`src/rtl/centscale_window_pkg.sv`:
```
`default_nettype none
// ============================================================================
// Module   : centscale_window_pkg
// Purpose  : Shared definitions for the centre/scale windowing stage:
//            SMC-float word width, stream FSM encoding, ring address width.
// Revision : 1.0 - initial release
// ============================================================================
package centscale_window_pkg;

  // SMC-float sample width; samples pass through bit-exact.
  localparam int SMC_W = 32;

  // Window streaming state machine encoding.
  typedef enum logic [0:0] {
    ST_IDLE   = 1'b0,
    ST_STREAM = 1'b1
  } win_state_e;

  // The ring holds two full windows (the active one and a queued one), so
  // its address width is log2(2*WIN). WIN is a power of two, so pointer
  // arithmetic wraps naturally modulo the ring depth.
  function automatic int ring_aw(input int win);
    return $clog2(2 * win);
  endfunction

endpackage
`default_nettype wire

```
`src/rtl/centscale_ring.sv`:
```
`default_nettype none
// ============================================================================
// Module   : centscale_ring
// Purpose  : DEPTH x SMC_W register-file ring. One write port, one registered
//            read port. A read and a write of the same address in the same
//            cycle returns the previously stored word. The read register
//            returns zero on cycles without a read so the streamed output is
//            clean whenever it is not valid.
// Revision : 1.0 - initial release
// ============================================================================
module centscale_ring
  import centscale_window_pkg::*;
#(
  parameter int DEPTH = 16,
  parameter int AW    = 4
) (
  input  logic             clk,
  input  logic             rst_n,
  input  logic             wr_en,
  input  logic [AW-1:0]    wr_addr,
  input  logic [SMC_W-1:0] wr_data,
  input  logic             rd_en,
  input  logic [AW-1:0]    rd_addr,
  output logic [SMC_W-1:0] rd_data
);

  logic [SMC_W-1:0] mem [DEPTH];

  // Storage array: plain registers, no reset (contents are don't-care
  // until written).
  always_ff @(posedge clk) begin
    if (wr_en) begin
      mem[wr_addr] <= wr_data;
    end
  end

  // Registered read port: samples the array before this edge's write lands,
  // so a same-address collision yields the old word.
  always_ff @(posedge clk or negedge rst_n) begin
    if (!rst_n) begin
      rd_data <= '0;
    end else if (rd_en) begin
      rd_data <= mem[rd_addr];
    end else begin
      rd_data <= '0;
    end
  end

endmodule
`default_nettype wire

```
`src/rtl/centscale_window.sv`:
```
`default_nettype none
// ============================================================================
// Module   : centscale_window
// Purpose  : Collects centred/scaled SMC-float samples into a ring and, each
//            time a full window is available, streams that window oldest
//            first with first/last framing. Windows overlap by WIN-HOP
//            samples. One further window may be queued while one streams;
//            a trigger beyond that is dropped and flagged by a sticky
//            overrun bit.
// Revision : 1.0 - initial release
// ============================================================================
module centscale_window
  import centscale_window_pkg::*;
#(
  parameter int WIN = 8,
  parameter int HOP = 4
) (
  input  logic             clk,
  input  logic             GlobalReset,
  input  logic             flush_i,
  input  logic [SMC_W-1:0] x_i,
  input  logic             srdyi_i,
  output logic [SMC_W-1:0] win_o,
  output logic             srdyo_o,
  output logic             first_o,
  output logic             last_o,
  output logic             overrun_o
);

  // Derived ring geometry; not meant to be overridden.
  localparam int            AW     = ring_aw(WIN);
  localparam int            DEPTH  = 2 * WIN;
  localparam logic [AW-1:0] WIN_A  = AW'(WIN);
  localparam logic [AW-1:0] WIN_M1 = AW'(WIN - 1);
  localparam logic [AW-1:0] HOP_M1 = AW'(HOP - 1);

  // Ingress state
  logic [AW-1:0] wr_ptr;
  logic [AW-1:0] wr_ptr_inc;
  logic [AW-1:0] fill;
  logic [AW-1:0] fill_nx;
  logic [AW-1:0] hop_cnt;
  logic [AW-1:0] hop_nx;
  logic          accept;
  logic          trigger;
  logic [AW-1:0] trig_base;

  // Stream state
  win_state_e    state;
  logic [AW-1:0] base;
  logic [AW-1:0] pend_base;
  logic          pending;
  logic [AW-1:0] rd_cnt;
  logic [AW-1:0] rd_addr;
  logic          rd_en;
  logic          last_rd;

  // A flush discards any sample offered in the same cycle.
  assign accept     = srdyi_i & ~flush_i;
  assign wr_ptr_inc = wr_ptr + 1'b1;

  // Oldest sample of the window that ends with the word being written now.
  assign trig_base  = wr_ptr_inc - WIN_A;

  assign rd_addr    = base + rd_cnt;
  assign last_rd    = (rd_cnt == WIN_M1);
  assign rd_en      = (state == ST_STREAM) && !flush_i;

  // Window trigger: first after WIN samples, then after every HOP samples.
  always_comb begin
    fill_nx = fill;
    hop_nx  = hop_cnt;
    trigger = 1'b0;
    if (accept) begin
      if (fill != WIN_A) begin
        fill_nx = fill + 1'b1;
        trigger = (fill_nx == WIN_A);
      end else if (hop_cnt == HOP_M1) begin
        hop_nx  = '0;
        trigger = 1'b1;
      end else begin
        hop_nx  = hop_cnt + 1'b1;
      end
    end
  end

  // Ingress bookkeeping: write pointer, fill level and hop counter.
  always_ff @(posedge clk or negedge GlobalReset) begin
    if (!GlobalReset) begin
      wr_ptr  <= '0;
      fill    <= '0;
      hop_cnt <= '0;
    end else if (flush_i) begin
      wr_ptr  <= '0;
      fill    <= '0;
      hop_cnt <= '0;
    end else begin
      if (accept) begin
        wr_ptr <= wr_ptr_inc;
      end
      fill    <= fill_nx;
      hop_cnt <= hop_nx;
    end
  end

  // Stream FSM with one-deep window queue and registered framing outputs.
  always_ff @(posedge clk or negedge GlobalReset) begin
    if (!GlobalReset) begin
      state     <= ST_IDLE;
      base      <= '0;
      pend_base <= '0;
      pending   <= 1'b0;
      rd_cnt    <= '0;
      srdyo_o   <= 1'b0;
      first_o   <= 1'b0;
      last_o    <= 1'b0;
      overrun_o <= 1'b0;
    end else if (flush_i) begin
      state     <= ST_IDLE;
      base      <= '0;
      pend_base <= '0;
      pending   <= 1'b0;
      rd_cnt    <= '0;
      srdyo_o   <= 1'b0;
      first_o   <= 1'b0;
      last_o    <= 1'b0;
      overrun_o <= 1'b0;
    end else begin
      srdyo_o <= 1'b0;
      first_o <= 1'b0;
      last_o  <= 1'b0;
      if (state == ST_IDLE) begin
        if (trigger) begin
          base   <= trig_base;
          rd_cnt <= '0;
          state  <= ST_STREAM;
        end
      end else begin
        // The ring read for rd_cnt is issued on this edge; its framing
        // is registered alongside so all outputs line up.
        srdyo_o <= 1'b1;
        first_o <= (rd_cnt == '0);
        last_o  <= last_rd;
        if (last_rd) begin
          rd_cnt <= '0;
          // The queue slot frees on this edge, so a coincident trigger
          // is queued rather than dropped.
          if (pending) begin
            base <= pend_base;
            if (trigger) begin
              pend_base <= trig_base;
            end else begin
              pending <= 1'b0;
            end
          end else if (trigger) begin
            base <= trig_base;
          end else begin
            state <= ST_IDLE;
          end
        end else begin
          rd_cnt <= rd_cnt + 1'b1;
          if (trigger) begin
            if (!pending) begin
              pend_base <= trig_base;
              pending   <= 1'b1;
            end else begin
              overrun_o <= 1'b1;
            end
          end
        end
      end
    end
  end

  // Two-window ring: the active and the queued window are both retained
  // until read, since a window is never more than 2*WIN samples old when
  // its last word is fetched.
  centscale_ring #(
    .DEPTH (DEPTH),
    .AW    (AW)
  ) u_ring (
    .clk     (clk),
    .rst_n   (GlobalReset),
    .wr_en   (accept),
    .wr_addr (wr_ptr),
    .wr_data (x_i),
    .rd_en   (rd_en),
    .rd_addr (rd_addr),
    .rd_data (win_o)
  );

endmodule
`default_nettype wire
```
`config.mk`:
```
export PLATFORM = sky130hd
export DESIGN_NAME = centscale_window
export DESIGN_NICKNAME = d
export VERILOG_FILES = /design/src/rtl/centscale_window_pkg.sv /design/src/rtl/centscale_ring.sv /design/src/rtl/centscale_window.sv
export SDC_FILE = /design/constraint.sdc
export NUM_CORES = 1
export LEC_CHECK = 0
export ABC_AREA = 1
export BUFFER_PORTS_ARGS = -buffer_cell sky130_fd_sc_hd__buf_2
export CAP_MARGIN = 20
export CORE_MARGIN = 2
export CORE_UTILIZATION = 55
export DETAILED_ROUTE_END_ITERATION = 10
export HOLD_SLACK_MARGIN = 0.06
export PLACE_DENSITY = 0.72
export SYNTH_ARGS = -nofsm -noshare
export SYNTH_HDL_FRONTEND = slang
export SYNTH_HIERARCHICAL = 1
export SYNTH_SLANG_ARGS = --single-unit
export TNS_END_PERCENT = 100
```
`constraint.sdc`:
```
create_clock -name clk -period 8.23 [get_ports clk]
set_clock_uncertainty 0.15 [all_clocks]
set_input_delay 0 -clock clk [delete_from_list [all_inputs] [get_ports clk]]
set_output_delay 0 -clock clk [all_outputs]
set_load 0.01 [all_outputs]
```
Word-level counts from Yosys, hierarchy flattened

Memories as Yosys holds them, arrays and structs flattened.
Cells that the tools add are included.

Register bits after elaboration: 62
RAM bits: 512
Memories kept: 1
Input port bits: 36
Logic and storage cells: 99
Output and inout bits: 36

Bitwise logic cells: 2
Add/subtract/negate cells: 6
Mux-type cells: 52
Reductions and logical operators: 15
Equal/unequal tests: 10

Memories:

| name       | words | bits a word | read ports | clocked after memory_dff | write ports | RTL line             | text |
|---|---|---|---|---|---|---|---|
| u_ring.mem | 16    | 32          | 1          | 0                        | 1           | centscale_ring.sv:27 | `logic [SMC_W-1:0] mem [DEPTH];` |

Operators by type and width:

| operator                                              | count |
|---|---|
| two-way mux 4 bit                                     | 25 |
| two-way mux 32 bit                                    | 1 |
| two-way mux 1 bit                                     | 26 |
| adder 4 x 1 -> 4 bit, second input constant           | 4 |
| nonzero test 2 bit                                    | 5 |
| inequality test 3 x 2 -> 1 bit, second input constant | 2 |
| inequality test 3 bit, second input constant          | 2 |
| AND reduction 2 bit                                   | 3 |
| nonzero test 3 bit                                    | 2 |
| AND reduction 5 bit                                   | 1 |
| adder 4 bit                                           | 1 |
| equality test 4 x 2 -> 1 bit, second input constant   | 1 |
| equality test 4 x 3 -> 1 bit, second input constant   | 1 |
| equality test 4 bit, second input constant            | 1 |
| logical NOT 4 bit                                     | 1 |
| inequality test 2 bit, second input constant          | 2 |
| inequality test 4 bit, second input constant          | 1 |
| AND reduction 4 bit                                   | 1 |
| subtractor 4 bit, second input constant               | 1 |
| bitwise AND 1 bit                                     | 1 |
| logical AND 1 bit                                     | 1 |
| logical NOT 1 bit                                     | 1 |
| NOT 1 bit                                             | 1 |

Logic depth before layout (Yosys ltp)

Depth in word-level cells: 9
Depth in mapped cells: 12

Hierarchy

The synthesis kept the hierarchy.

By module, submodules not included:

| module           | times used | cells an instance | sequential area each (um2) | area each (um2) |
|---|---|---|---|---|
| centscale_ring   | 1          | 2,060             | 16,175.5                   | 22,567.9 |
| centscale_window | 1          | 210               | 750.7                      | 1,739.2 |

Least setup slack after synthesis

OpenSTA, ideal clock, no wires.

Path type: reg2reg
From: reg wr_ptr[2]
To: mem u_ring.mem[10][0], enable pin
Arrival time: 2,021 ps
Required time: 7,659 ps
Stages on the path, launching flop included: 3
Library setup time: 421 ps
Path slack: 5,638 ps
Path buffers: 0
Period minus slack after synthesis: 2,592 ps
Path through: dfrtp_1 > nand3b_1 > nor2_1

RTL lines:

| what                     | RTL line               | text |
|---|---|---|
| start: declaration       | centscale_window.sv:38 | `logic [AW-1:0] wr_ptr;` |
| start signal: assignment | centscale_window.sv:99 | `wr_ptr <= wr_ptr_inc;` |
| end: declaration         | centscale_ring.sv:27   |  |

Straight into the memory's write port.

Worst setup path in the final report

From: reg rd_cnt[0]
To: reg u_ring.rd_data[25]

Word-level cells in the longest chain between the ends: 3

RTL lines:

| what                      | RTL line                | text |
|---|---|---|
| start: declaration        | centscale_window.sv:53  | `logic [AW-1:0] rd_cnt;` |
| start signal: assignment  | centscale_window.sv:161 | `rd_cnt <= rd_cnt + 1'b1;` |
| adder 4 bit               | centscale_window.sv:65  | `assign rd_addr = base + rd_cnt;` |
| named net rd_addr[1]      | centscale_window.sv:54  | `logic [AW-1:0] rd_addr;` |
| memory read (16 x 32 bit) | --                      |  |
| two-way mux 32 bit        | centscale_ring.sv:42    | `end else if (rd_en) begin` |
| end signal: assignment    | centscale_ring.sv:43    | `rd_data <= mem[rd_addr];` |
| end: declaration          | centscale_ring.sv:24    | `output logic [SMC_W-1:0] rd_data` |

The timed path passes the listed nets, and every way through them passes these cells.
A chain may end at the register's enable or synchronous reset.

==> flow_metrics.py <==
metrics = {
    "synth": {
        "syn_inst": 2270,
        "synth_adder_area_share": 0.00597,
        "syn_nets": 2317,
        "avgSynthCellArea_sq_um": 10.7,
        "synth_compound_area_frac": 0.0137,
        "yosysTopAreaCell": "edfxtp_1",
        "synth_seq_cells": 574,
        "seq_area_frac_synth": 0.696,
        "synthSimpleGateAreaFrac": 0.208,
        "syn_area_sq_um": 24300,
        "synth_enable_flop_cells": 512,
        "synthFlopType": "edfxtp_1",
        "synthMuxAreaShare": 0,
        "synth_top_family_by_area": "simple AND/OR/NAND/NOR gates",
        "synthTopCellsByArea": "edfxtp_1, nand2_1, nand3_1",
        "synth.most_common_cell": "nand2_1",
        "synth_common_cells": "nand2_1, edfxtp_1, nand3_1, inv_1, dfrtp_1",
        "ys_warn_count": 6,
        "async_flop_share": 0.108,
        "yosysUniqueCellTypes": 38,
        "synth_top_cell_area_share": 0.633,
        "synth_xor_area_frac": 0.00216,
    },
    "timing": {
        "finalSetupViolations": 0,
        "fmax_ghz": 0.270,
        "fin_setup_tns_ns": 0,
        "rsz0062_at_grt": "no",
        "worst_slew_pin_slew_ns": 1.01,
        "finalCriticalPeriod_ns": 3.71,
        "drv_slew": 0,
        "finalHoldViolCount": 0,
        "post-route-period-util": 0.451,
        "slew_headroom": 0.325,
    },
    "finish": {
        "fin_nets": 2402,
        "area_growth_pct": 12.7,
        "drive_above_1_share": 0.0983,
        "fill_cells": 3414,
        "fin_cells": 2995,
    },
    "critical_path": {
        "slowest_stage": "buf_4",
        "critPathMaxStageDelay_ns": 0.74,
        "critPathRequiredTime_ns": 8.60,
        "worstPathCellList": "ha_4 -> inv_1 -> fa_1 -> inv_4 -> inv_4 -> buf_4 -> nand3_1 -> nand3_1 -> nand3_1 -> a21oi_1",
        "start_kind": "flip-flop",
        "critPathArrivalTime_ns": 4.08,
        "worst_path_dominant_cell_family": "buffers and inverters",
        "critPathCaptureType": "flip-flop",
        "path_class": "reg -> reg",
        "r2r_setup_slack_ns": 4.52,
        "cpMostUsedCell": "nand3_1",
        "critPathMaxFanout": 65,
        "path_buf_inv": 4,
    },
    "grt": {
        "grt-ovfl-total": 0,
        "grt_max_degree": 99,
        "antenna_found_initial": 1,
        "grt_pass1_vias": 15400,
        "gr-usage-all-layers": 0.248,
        "grt_pass1_wl_um": 87800,
    },
    "cts": {
        "cts_resized": 0,
        "clockBufferDepth": 3,
        "holdBufCountCts": 37,
        "cts_tree": "done",
        "ctsRootBufferMaster": "clkbuf_16",
        "cts.sinks": 574,
        "postCtsSetupRepairBufs": 0,
        "clk_latency_ns": 0.61,
        "cts_buffers": 57,
        "h-tree-depth": 2,
        "clk_pin_slew_ns": 0.06,
    },
    "routing": {
        "drc_errors": 0,
        "drtIter0Drc": 1734,
        "wl_per_cell_um": 18.9,
        "vias_per_cell": 5.39,
        "drt_wl_total_um": 56600,
        "num_vias": 16100,
        "ant_nets": 0,
        "drt_first_pass_iters": 5,
    },
    "placement": {
        "dp.cells": 2851,
        "globalplace.congestion": 0.794,
        "hpwl_um": 27800,
        "port_buffers": 71,
    },
    "die": {
        "fp-row-count": 77,
        "initial_core_util": 0.553,
        "die_y_um": 214,
        "dieArea_sq_um": 45900,
        "ios": 72,
        "coreArea_sq_um": 43900,
        "die_w_um": 214,
    },
    "power": {
        "max-vdd-ir-drop_mv": 0.143,
        "power.leakage_nw": 11.5,
        "p_per_area_nw_per_um2": 217,
    },
    "run_status": {
        "status": "complete, no violations",
    },
    "run": {
        "maxCapViolCount": 0,
    },
    "min_path": {
        "hold_path.class": "in -> reg",
    },
}
==> worst min-delay path: stages <==
cell and delay (ns):
dlygate4sd3_1 0.52, buf_2 0.27, a21oi_1 0.07
==> path summary, 6_finish.rpt <==
check                                   from                  to  cells past startpoint
worst min-delay path                 flush_i           overrun_o                      3
max in group asynchronous        GlobalReset  u_ring/rd_data[14]                      4
min in group asynchronous        GlobalReset               state                      4
worst max register to register     rd_cnt[0]  u_ring/rd_data[25]                     10
worst min register to register  pend_base[3]        pend_base[3]                      2
worst max-delay path               rd_cnt[0]  u_ring/rd_data[25]                     10
==> area by class of cell <==
cell class	count	area, sq um	area share
timing repair buffer	135	948	0.0346
inverter	297	1130	0.0413
multi-input combinational	1290	5740	0.209
clock inverter	30	305	0.0111
antenna	2	5.00	0.000183
clock buffer	75	1600	0.0585
tap	592	741	0.0270
sequential	574	16900	0.618
==> per-stage QoR <==
step                      power (W)  utilization  setup slack, ns  cell area (sq um)  hold slack, ns
after detailed placement    0.00337        0.571             4.57              25100          0.0947
after global placement      0.00336        0.571             4.60              25100          0.0957
after CTS                   0.00599        0.624             4.54              27400           0.123
after floorplan             0.00330            -             5.64              24300          -0.446
final                       0.00595        0.624             4.52              27400           0.150
after global routing        0.00612        0.624             4.30              27400           0.169
==> kinds of logic after synthesis <==
logic type	count (synthesis)
compound gates	63
xor+xnor	6
fa+ha+maj	11
buf+inv	406
flops	574
simple gates	1210
==> report_power, final <==
group	switching [W]	internal, W
Sequential	0.00000706	0.00319
Combinational	0.0000881	0.0000342
Clock	0.00107	0.00155
==> state kept, by name (all words and copies together), names as in the netlist <==
name / count
u_ring/mem: 512
u_ring/rd_data: 32
base: 4
fill: 4
hop_cnt: 4
pend_base: 4
rd_cnt: 4
wr_ptr: 4
first_o: 1
last_o: 1
overrun_o: 1
pending: 1
srdyo_o: 1
state: 1
==> per-layer routing <==
metal	wire length, um	GRT usage	vias up
met4	1410	0.0715	0
met1	23500	0.348	7785
met2	26900	0.403	658
met5	0	0	-
li1	-	-	7597
met3	4710	0.0410	109
==> layout by cell type (no fill, tap or decap), types with 2 or more instances in the layout <==
| master | n |
|---|---|
| nand2_1 | 810 |
| edfxtp_1 | 512 |
| nand3_1 | 342 |
| inv_1 | 287 |
| buf_2 | 70 |
| dfrtp_1 | 62 |
| clkbuf_16 | 57 |
| a21oi_1 | 38 |
| dlygate4sd3_1 | 36 |
| buf_4 | 28 |
| nor2_1 | 22 |
| clkinv_2 | 18 |
| nor2_4 | 17 |
| o21ai_0 | 16 |
| clkbuf_8 | 11 |
| ha_1 | 9 |
| clkbuf_1 | 7 |
| bufinv_16 | 6 |
| o21ai_1 | 5 |
| inv_2 | 4 |
| clkinv_1 | 4 |
| inv_4 | 3 |
| nor2_2 | 3 |
| nand2_4 | 3 |
| nor3_1 | 3 |
| nand3b_1 | 3 |
| diode_2 | 2 |
| xnor2_1 | 2 |
| xnor2_2 | 2 |
| nand4_1 | 2 |
| nand2_2 | 2 |
| xor2_1 | 2 |
| clkinv_4 | 2 |
| clkinvlp_4 | 2 |
No activity file was read; power rests on OpenSTA's default activity.
